`config.mk`:
```
export PLATFORM = sky130hd
export DESIGN_NAME = msrv32_store_unit
export DESIGN_NICKNAME = d
export VERILOG_FILES = /design/src/rtl/msrv32_store_pkg.sv /design/src/rtl/msrv32_store_align.sv /design/src/rtl/msrv32_store_unit.sv
export SDC_FILE = /design/constraint.sdc
export NUM_CORES = 1
export LEC_CHECK = 0
export CORE_UTILIZATION = 47
export CTS_CLUSTER_DIAMETER = 30
export DETAILED_ROUTE_END_ITERATION = 8
export GPL_ROUTABILITY_DRIVEN = 1
export PLACE_DENSITY = 0.83
export SLEW_MARGIN = 20
export SYNTH_ARGS = -nofsm -noshare
export SYNTH_HDL_FRONTEND = slang
export SYNTH_SLANG_ARGS = --single-unit
export TNS_END_PERCENT = 10
```
`constraint.sdc`:
```
create_clock -name ms_riscv32_mp_clk_in -period 3 [get_ports ms_riscv32_mp_clk_in]
set_clock_uncertainty 0.05 [all_clocks]
set_input_delay 0.3 -clock ms_riscv32_mp_clk_in [delete_from_list [all_inputs] [get_ports ms_riscv32_mp_clk_in]]
set_output_delay 0.3 -clock ms_riscv32_mp_clk_in [all_outputs]
set_load 0.05 [all_outputs]
```
`src/rtl/msrv32_store_pkg.sv`:
```
// msrv32_store_pkg: state encodings, store size codes and AHB response codes for the store path
package msrv32_store_pkg;
  localparam logic [1:0] ST_IDLE = 2'd0;
  localparam logic [1:0] ST_ADDR = 2'd1;
  localparam logic [1:0] ST_DATA = 2'd2;
  localparam logic [1:0] SZ_SB = 2'b00;
  localparam logic [1:0] SZ_SH = 2'b01;
  localparam logic [1:0] SZ_SW = 2'b10;
  localparam logic RESP_OKAY = 1'b0;
  localparam logic RESP_ERROR = 1'b1;
endpackage

```
`src/rtl/msrv32_store_align.sv`:
```
// msrv32_store_align: maps store size and byte offset to lane-replicated data, byte mask and misalign flag
module msrv32_store_align
  import msrv32_store_pkg::*;
(
  input  logic [1:0]  size,
  input  logic [1:0]  offset,
  input  logic [31:0] rs2,
  output logic [31:0] data,
  output logic [3:0]  mask,
  output logic        misalign
);
  always_comb begin
    data = size == SZ_SB ? {4{rs2[7:0]}} : size == SZ_SH ? {2{rs2[15:0]}} : rs2;
    mask = size == SZ_SB ? 4'b0001 << offset : size == SZ_SH ? (offset[1] ? 4'b1100 : 4'b0011) : 4'b1111;
    misalign = size == SZ_SB ? 1'b0 : size == SZ_SH ? offset[0] : |offset;
  end
endmodule

```
`src/rtl/msrv32_store_unit.sv`:
```
// msrv32_store_unit: accepts pipeline stores and drives a two-phase AHB-style write with per-phase timeout
module msrv32_store_unit
  import msrv32_store_pkg::*;
#(
  parameter int TIMEOUT_CYCLES = 16
) (
  input  logic        ms_riscv32_mp_clk_in,
  input  logic        ms_riscv32_mp_rst_in,
  input  logic        store_req_in,
  input  logic [1:0]  store_size_in,
  input  logic [31:0] iadder_in,
  input  logic [31:0] rs2_in,
  input  logic        ahb_ready_in,
  input  logic        ahb_resp_in,
  output logic [31:0] ms_riscv32_mp_dmaddr_out,
  output logic [31:0] ms_riscv32_mp_dmdata_out,
  output logic [3:0]  ms_riscv32_mp_dmwr_mask_out,
  output logic        ms_riscv32_mp_dmwr_req_out,
  output logic        stall_out,
  output logic        store_done_out,
  output logic        store_err_out
);
  localparam int CW = $clog2(TIMEOUT_CYCLES);
  localparam logic [CW-1:0] LAST = CW'(TIMEOUT_CYCLES - 1);
  logic [1:0]    state;
  logic [CW-1:0] cnt;
  logic [3:0]    mask;
  logic [31:0]   al_data;
  logic [3:0]    al_mask;
  logic          misalign;
  msrv32_store_align u_align (
    .size(store_size_in),
    .offset(iadder_in[1:0]),
    .rs2(rs2_in),
    .data(al_data),
    .mask(al_mask),
    .misalign(misalign)
  );
  assign ms_riscv32_mp_dmwr_mask_out = state == ST_IDLE ? 4'b0000 : mask;
  assign ms_riscv32_mp_dmwr_req_out = state == ST_ADDR;
  assign stall_out = state != ST_IDLE;
  always_ff @(posedge ms_riscv32_mp_clk_in) begin
    if (ms_riscv32_mp_rst_in) begin
      state <= ST_IDLE;
      cnt <= '0;
      mask <= 4'b0000;
      ms_riscv32_mp_dmaddr_out <= 32'h0;
      ms_riscv32_mp_dmdata_out <= 32'h0;
      store_done_out <= 1'b0;
      store_err_out <= 1'b0;
    end else begin
      store_done_out <= 1'b0;
      store_err_out <= 1'b0;
      if (state == ST_IDLE) begin
        if (store_req_in && misalign) store_err_out <= 1'b1;
        else if (store_req_in) begin
          ms_riscv32_mp_dmaddr_out <= {iadder_in[31:2], 2'b00};
          ms_riscv32_mp_dmdata_out <= al_data;
          mask <= al_mask;
          cnt <= '0;
          state <= ST_ADDR;
        end
      end else if (ahb_ready_in) begin
        cnt <= '0;
        state <= state == ST_ADDR ? ST_DATA : ST_IDLE;
        store_done_out <= state == ST_DATA && ahb_resp_in == RESP_OKAY;
        store_err_out <= state == ST_DATA && ahb_resp_in == RESP_ERROR;
      end else if (cnt == LAST) begin
        cnt <= '0;
        state <= ST_IDLE;
        store_err_out <= 1'b1;
      end else cnt <= cnt + 1'b1;
    end
  end
endmodule

```
==> impl_metrics.py, run 1 <==
metrics = {
    "global_routing": {
        "grt_max_degree": 59,
        "grt_pass1_vias": 3272,
        "gr-total-overflow": 0,
        "grt_pass1_wl_mm": 16.6,
        "antenna_found_initial": 0,
        "grt.total_usage_pct": 27.6,
    },
    "timing": {
        "rsz0062_at_grt": "false",
        "tns_ps": 0,
        "fin_crit_sh_pct": 89.0,
        "hold_viol": 0,
        "slew_headroom_pct": 50.1,
        "max_freq_mhz": 374,
        "slew_violations": 0,
        "period_minus_slack_ps": 2670,
        "setup_viol": 0,
        "worst_slew_pin_slew_ps": 747,
    },
    "critical_path": {
        "reg2regPathDepth": 3,
        "r2r-end": "ms_riscv32_mp_dmdata_out[14]",
        "crit_path_max_fanout": 9,
        "start_kind": "flip-flop",
        "crit-reg2reg-launch": "state[0]",
        "rrSetupSlack_ps": 1100,
        "critPathRequiredTime_ps": 2650,
        "arrival_ps": 2320,
        "path_class": "reg -> out",
        "end_kind": "output pin",
    },
    "drt": {
        "antenna_left": 0,
        "firstDrtPassIters": 5,
        "drt_iter0_markers": 191,
        "vias": 3766,
        "drt_wl_total_mm": 11.1,
        "post_drt_wl_per_cell_um": 18.1,
        "drcViolationCount": 0,
        "routed_via_density": 6.12,
    },
    "synthesis": {
        "synth_area_leader_cell": "dfxtp_1",
        "synth.most_common_cell": "dfxtp_1",
        "yosysSeqAreaShare_pct": 41.8,
        "synth_cell_type_count": 45,
        "syn_area_um2": 3540,
        "synthFlopType": "dfxtp_1",
        "synthTopCellsByCount": "dfxtp_1, a21oi_1, nand4_1, o31ai_1",
        "synth_area_leaders": "dfxtp_1, o31ai_1, nand4_1",
        "synth.avg_cell_area_um2": 8.92,
        "synth-async-reset-ratio_pct": 0,
        "synth_edf_count": 0,
        "ys_warn_count": 0,
        "synth-seq-cells": 74,
        "synth_top_area_share_pct": 41.8,
        "syn_inst": 397,
    },
    "floorplanning": {
        "die_area_um2": 7880,
        "fp-row-count": 31,
        "initial_core_util_pct": 48.8,
        "io_pins": 143,
        "core_area_um2": 7250,
        "die_h_um": 88.8,
        "die_width_um": 88.8,
    },
    "placement": {
        "portBuffers": 140,
        "placed_cell_area_um2": 4970,
        "dpl.hpwl_mm": 7.35,
        "place.gp.congestion": 0.914,
    },
    "final_layout": {
        "drive_gt1_share_pct": 8.33,
        "area_delta_synth_final_pct": 46.1,
        "fin_util_pct": 71.3,
        "antenna_cells": 0,
        "nets": 584,
        "fin_area_um2": 5170,
    },
    "clock_tree": {
        "cts_sinks": 74,
        "cts_made_buffers": 9,
        "insertion_delay_ps": 340,
        "h-tree-depth": 3,
        "hold_buffers": 0,
        "clk_path_buf_depth": 2,
        "cts_resized": 0,
        "post-cts-setup-buffer-count": 0,
        "root_buffer": "clkbuf_8",
        "clkTransAtPathRegs_ps": 80,
        "cts_tree": "built",
    },
    "worst_hold_path": {
        "min_from": "ms_riscv32_mp_rst_in",
        "hp-class": "in -> reg",
        "hold_depth": 2,
        "whs_endpoint": "state[1]",
    },
    "pwr": {
        "vdd_drop_max_mv": 0.306,
        "totalPowerFinal_mw": 2.58,
        "powerDensity_nw_per_um2": 499,
        "p_leak_nw": 1.84,
    },
    "run": {
        "cap_violations": 0,
    },
    "run_status": {
        "status": "finished clean",
    },
}
routing by layer:
metal	global-route usage, %	routed length [µm]	vias up
met4	8.36	106	0
met2	44.1	5420	192
met3	7.56	1010	10
met5	0	0	-
met1	36.5	4600	1798
li1	-	-	1766
sequential cells by signal (all words and copies together), names as in the netlist:
signal / count
ms_riscv32_mp_dmaddr_out: 30
state: 2
cnt: 4
store_done_out: 1
store_err_out: 1
mask: 4
ms_riscv32_mp_dmdata_out: 32
layout by cell type, fill, tap and decap left out, types with 2 or more instances in the layout:
cell type / Yosys / routed
a31oi_1: 20 / 20
and2_1: 5 / 5
a311oi_1: 11 / 11
nor4b_1: 3 / 3
dfxtp_1: 74 / 74
o211ai_1: 8 / 8
a211oi_1: 8 / 8
nor2_1: 2 / 2
a41o_1: 3 / 3
clkbuf_8: 0 / 11
o21ai_0: 12 / 11
nor4_1: 2 / 2
nor2b_1: 3 / 3
mux2_2: 8 / 8
buf_4: 2 / 12
mux2i_1: 16 / 16
a21oi_1: 41 / 41
inv_1: 5 / 5
clkdlybuf4s50_1: 0 / 139
o31ai_1: 38 / 38
conb_1: 1 / 2
nand2b_1: 11 / 11
nand4_1: 38 / 38
nand2_1: 19 / 18
per-stage QoR:
step	worst slack (ps)	hold slack (ps)	cells
CTS	367	332	615
finish	329	346	615
floorplan	1210	329	398
global placement	786	396	600
detailed placement	710	409	600
global route	226	365	615
kinds of logic (layout without fill, tap and decap cells):
group,Yosys count,in the layout,share of synthesized area (%)
adder cells (fa/ha/maj),1,1,0.353
multiplexers,24,24,7.07
AO/OA/AOI/OAI,148,148,27.7
flip-flops,74,74,41.8
buffers and inverters,55,173,6.86
other,1,2,0.106
AND/OR/NAND/NOR,94,94,16.0
how the worst max path moves through the flow:
stage / endpoint / startpoint / slack [ps]
after floorplan: ms_riscv32_mp_dmwr_mask_out[0] / state[0] / 1210
after global placement: mask[1] / store_size_in[1] / 790
after detailed placement: mask[3] / store_size_in[1] / 710
after CTS: ms_riscv32_mp_dmwr_mask_out[2] / state[0] / 370
after global routing: ms_riscv32_mp_dmwr_mask_out[2] / state[0] / 230
final: ms_riscv32_mp_dmwr_mask_out[2] / state[0] / 330
critical path: stages (launching register included):
cell and delay (ps):
dfxtp_1 400, nor2_1 440, inv_1 210, and2_1 220, clkdlybuf4s50_1 710
power breakdown:
part	switching [mW]	total, mW	internal, mW
sequential	0.0382	1.08	1.04
clock	0.365	0.790	0.425
combinational	0.442	0.714	0.271
cell type report:
type,count,area [µm²]
clock buffers,11,151
inverters,5,18.8
clock inverters,4,51.3
well taps,99,124
repair buffers,153,1510
flip-flops and latches,74,1480
multi-input cells,269,1840
fillers,562,2080
Power figures use the tool's default switching activity.
==> inputs of run 2 (changes only) <==
--- a/config.mk
+++ b/config.mk
@@ -5,11 +5,11 @@
 export SDC_FILE = /design/constraint.sdc
 export NUM_CORES = 1
 export LEC_CHECK = 0
-export CORE_UTILIZATION = 47
+export CORE_UTILIZATION = 43
 export CTS_CLUSTER_DIAMETER = 30
 export DETAILED_ROUTE_END_ITERATION = 8
 export GPL_ROUTABILITY_DRIVEN = 1
-export PLACE_DENSITY = 0.83
+export PLACE_DENSITY = 0.77
 export SLEW_MARGIN = 20
 export SYNTH_ARGS = -nofsm -noshare
 export SYNTH_HDL_FRONTEND = slang
==> constraint.sdc (replaced) <==
create_clock -name ms_riscv32_mp_clk_in -period 2.9 [get_ports ms_riscv32_mp_clk_in]
set_clock_uncertainty 0.05 [all_clocks]
set_input_delay 0.29 -clock ms_riscv32_mp_clk_in [delete_from_list [all_inputs] [get_ports ms_riscv32_mp_clk_in]]
set_output_delay 0.29 -clock ms_riscv32_mp_clk_in [all_outputs]
set_load 0.05 [all_outputs]
==> impl_metrics.py, run 2 (synthesized netlist as in run 1, its figures left out) <==
metrics = {
    "timing": {
        "tns_ps": 0,
        "slew_headroom_pct": 59.9,
        "whs_ps": 415,
        "fin_crit_sh_pct": 84.5,
        "max_freq_mhz": 408,
        "worst_slew_pin_slew_ps": 602,
        "setup_viol": 0,
        "slew_violations": 0,
        "rsz0062_at_grt": "false",
        "hold_viol": 0,
        "period_minus_slack_ps": 2450,
    },
    "floorplanning": {
        "die_h_um": 92.7,
        "die_area_um2": 8600,
        "die_width_um": 92.7,
        "initial_core_util_pct": 45.1,
        "io_pins": 143,
        "fp-row-count": 32,
        "core_area_um2": 7850,
    },
    "drt": {
        "drt_wl_total_mm": 10.9,
        "route.met2.wl_mm": 5.28,
        "dr_wl_met3_um": 934,
        "wl_met1_mm": 4.43,
        "firstDrtPassIters": 5,
        "drt_iter0_markers": 238,
        "post_drt_wl_per_cell_um": 17.5,
        "antenna_left": 0,
        "routed_via_density": 5.99,
        "top_layer": "met4",
        "vias": 3719,
        "drcViolationCount": 0,
    },
    "clock_tree": {
        "root_buffer": "clkbuf_8",
        "insertion_delay_ps": 340,
        "clkTransAtPathRegs_ps": 80,
        "cts_tree": "built",
        "cts_resized": 0,
        "post-cts-setup-buffer-count": 0,
        "hold_buffers": 0,
        "cts_made_buffers": 9,
        "cts_sinks": 74,
        "clk_path_buf_depth": 2,
        "h-tree-depth": 3,
    },
    "final_layout": {
        "area_delta_synth_final_pct": 47.5,
        "layout.cells.most_common_list": "clkdlybuf4s50_1, dfxtp_1, a21oi_1",
        "regArea_um2": 1480,
        "drive_gt1_share_pct": 9.06,
        "nFillCells": 672,
        "top_regs": "ms_riscv32_mp_dmdata_out: 32 flops, ms_riscv32_mp_dmaddr_out: 30 flops",
        "regMostFlops": "ms_riscv32_mp_dmdata_out",
        "final_common_cell": "clkdlybuf4s50_1",
        "multiInputGateArea_um2": 1840,
        "largest_reg_flops": 32,
        "nets": 587,
        "antenna_cells": 0,
    },
    "placement": {
        "portBuffers": 140,
        "dpl.hpwl_mm": 7.38,
        "place.gp.congestion": 0.829,
    },
    "global_routing": {
        "grt_pass1_vias": 3472,
        "gr-total-overflow": 0,
        "grt_max_degree": 58,
        "grt.total_usage_pct": 25.2,
        "antenna_found_initial": 0,
        "grt_pass1_wl_mm": 17.1,
    },
    "critical_path": {
        "crit_path_max_fanout": 9,
        "arrival_ps": 2110,
        "end_kind": "output pin",
        "cp-startpoint": "state[0]",
        "crit-reg2reg-launch": "state[0]",
        "path_class": "reg -> out",
        "critPathRequiredTime_ps": 2560,
        "start_kind": "flip-flop",
    },
    "run_status": {
        "status": "finished clean",
    },
    "run": {
        "cap_violations": 0,
    },
    "worst_hold_path": {
        "min_from": "ms_riscv32_mp_dmdata_out[29]",
        "hp-class": "reg -> reg",
    },
    "pwr": {
        "powerDensity_nw_per_um2": 538,
        "p_leak_nw": 1.87,
        "vdd_drop_max_mv": 0.316,
    },
}
run 2: cell types whose count changed in the layout (fill, tap and decap cells not counted), sizes merged:
cell / before / now
buf: 14 / 17
bufinv: 1 / 3
clkbuf: 11 / 9
inv: 5 / 7
clkinv: 2 / 1
clkinvlp: 1 / 0
run 2: worst paths after layout:
kind / end / slack (ps) / depth (start not counted)
hold reg to reg: ms_riscv32_mp_dmdata_out[29] / 420 / 2
setup / recovery: ms_riscv32_mp_dmwr_mask_out[1] / 450 / 5
setup reg to reg: store_err_out / 1000 / 4
hold / removal: ms_riscv32_mp_dmdata_out[29] / 420 / 2
run 2: metrics by stage:
step,setup WS [ps],util [%],power (mW),instance area (µm²),std cells
final,449,66.5,2.81,5220,621
after global routing,312,66.5,2.93,5220,621
after CTS,417,66.5,2.83,5220,621
after detailed placement,461,63.5,1.87,4980,606
after global placement,532,63.5,1.86,4980,606
after floorplan,1120,-,1.58,3540,398
run 2: critical path, stage by stage (launching register included):
cell and delay (ps):
dfxtp_1 490, nor2_1 80, buf_4 170, inv_1 100, and2_1 140, clkdlybuf4s50_1 790
run 2: routing by layer:
layer	up-vias	GRT usage [%]
met4	0	7.82
met2	163	41.2
met5	-	0
met1	1770	31.3
li1	1766	-
met3	20	8.37
run 2: power breakdown:
group          internal [mW]  leakage, nW  switching [mW]
Combinational          0.282         1.15           0.454
Sequential              1.08        0.605          0.0385
Clock                  0.571        0.120           0.386
Total                   1.93         1.87           0.879
run 2: final cells by class:
| type | instances | area share [%] |
|---|---|---|
| clock buffers | 9 | 2.37 |
| inverters | 5 | 0.359 |
| multi-input cells | 269 | 35.3 |
| flip-flops and latches | 74 | 28.4 |
| repair buffers | 156 | 29.0 |
| well taps | 102 | 2.44 |
| clock inverters | 6 | 2.16 |
==> edit (flow settings as in run 2) <==
Change the parameter `TIMEOUT_CYCLES` from 16 to 32.
--- a/src/rtl/msrv32_store_unit.sv
+++ b/src/rtl/msrv32_store_unit.sv
@@ -3,5 +3,5 @@
   import msrv32_store_pkg::*;
 #(
-  parameter int TIMEOUT_CYCLES = 16
+  parameter int TIMEOUT_CYCLES = 32
 ) (
   input  logic        ms_riscv32_mp_clk_in,
Function: no difference found for any inputs over 10 cycles, from zero or initial values and one cycle with ms_riscv32_mp_rst_in high; that may be too few to reach the edited logic, so the function may still have changed.
==> edit against run 2 <==
Synthesized area increased by 1.1%. Largest cell class unchanged. Final area increased by 0.19%. Critical path depth decreased by 1. Routed wire length increased by 2.6%. Count of clock-buffer cells in the layout increased by 4. Power increased by 0.95%. Sequential cell count increased by 1. Worst setup slack got worse by 0.094 ns. Die area increased by 1.0%. Via count about the same.
==> edit: results (changes against run 2) <==
| Metric | Value |
|---|---|
| Ranking of synthesized cells by area | `dfxtp_1 42%, o31ai_1 8.0%, nand4_1 6.6%, a21oi_1 5.9%, mux2i_1 4.5% (was dfxtp_1 42%, o31ai_1 8.1%, nand4_1 6.7%, a21oi_1 5.8%, mux2i_1 4.5%)` |
| Synth Area in Compound Gates | `0.2773 (was 0.2774)` |
| Layout cell share with drive strength beyond 1 | `0.08301 (was 0.09056)` |
| Adder-Cell Fraction of Synth Area | `0.006993 (was 0.003534)` |
| Switching power | `0.8845 mW (was 0.8789 mW)` |
| Pre-CTS setup slack | `0.5308 ns (was 0.4613 ns)` |
| Status | `complete, no violations (unchanged)` |
| R2R depth | `3 (was 4)` |
| Top cells by count, synth | `75 x dfxtp_1, 42 x a21oi_1, 38 x nand4_1, 38 x o31ai_1, 24 x clkbuf_1 (was 74 x dfxtp_1, 41 x a21oi_1, 38 x nand4_1, 38 x o31ai_1)` |
| Met3 Use GR | `0.05528 (was 0.08374)` |
| Synthesized instance count | `402 (was 397)` |
| CP arrival | `2.20 ns (was 2.11 ns)` |
| DR WL met2 | `5371 um (was 5277 um)` |
| Total Nets Final | `586 (was 587)` |
| Vias in the first global route | `3623 (was 3472)` |
| HPWL Detailed | `7255 um (was 7376 um)` |
| Worst slew margin | `0.4790 (was 0.5989)` |
| Sequential area share after synthesis | `0.4196 (was 0.4184)` |
| Post-synth cell types | `41 (was 45)` |
| GRT Total Usage | `0.2598 (was 0.2519)` |
| Gpl congestion | `0.8010 (was 0.8294)` |
| Met3 wire len | `765 um (was 934 um)` |
| Post-synthesis mux area share | `0.06993 (was 0.07067)` |
| First-pass GRT wire length | `17860 um (was 17150 um)` |
| Placed insts | `604 (was 606)` |
| P_clk | `0.967 mW (was 0.957 mW)` |
| Largest net degree at the start of global routing | `68 (was 58)` |
| M1 WL | `4800 um (was 4434 um)` |
| Critical path fanouts, max | `12 (was 9)` |
| Hold_sp | `ms_riscv32_mp_dmdata_out[24] (was ms_riscv32_mp_dmdata_out[29])` |
| Worst vdd ir | `0.2944 mV (was 0.3158 mV)` |
[edit: cell count changes after synthesis, moves of 3 or more]
cell	run 2	this run
buf_2	17	20
nor2_1	2	5
clkbuf_1	20	24
buf_1	10	3
nand2b_1	11	8
nor4b_1	3	0
a41o_1	3	0
[edit: cell type report]
type | instances | area [um2] | share of cell area
Multi-Input combinational cell | 271 | 1833 | 0.3504
Timing Repair Buffer | 151 | 1504 | 0.2875
Sequential cell | 75 | 1501 | 0.2870
Clock buffer | 13 | 178.9 | 0.03420
Tap cell | 102 | 127.6 | 0.02440
Clock inverter | 3 | 67.56 | 0.01292
Inverter | 5 | 18.77 | 0.003588
[edit: final timing paths]
check | to | slack [ns]
setup / recovery | ms_riscv32_mp_dmwr_mask_out[3] | 0.36
hold / removal | ms_riscv32_mp_dmdata_out[24] | 0.42
setup reg to reg | mask[3] | 1.02
hold reg to reg | ms_riscv32_mp_dmdata_out[24] | 0.42
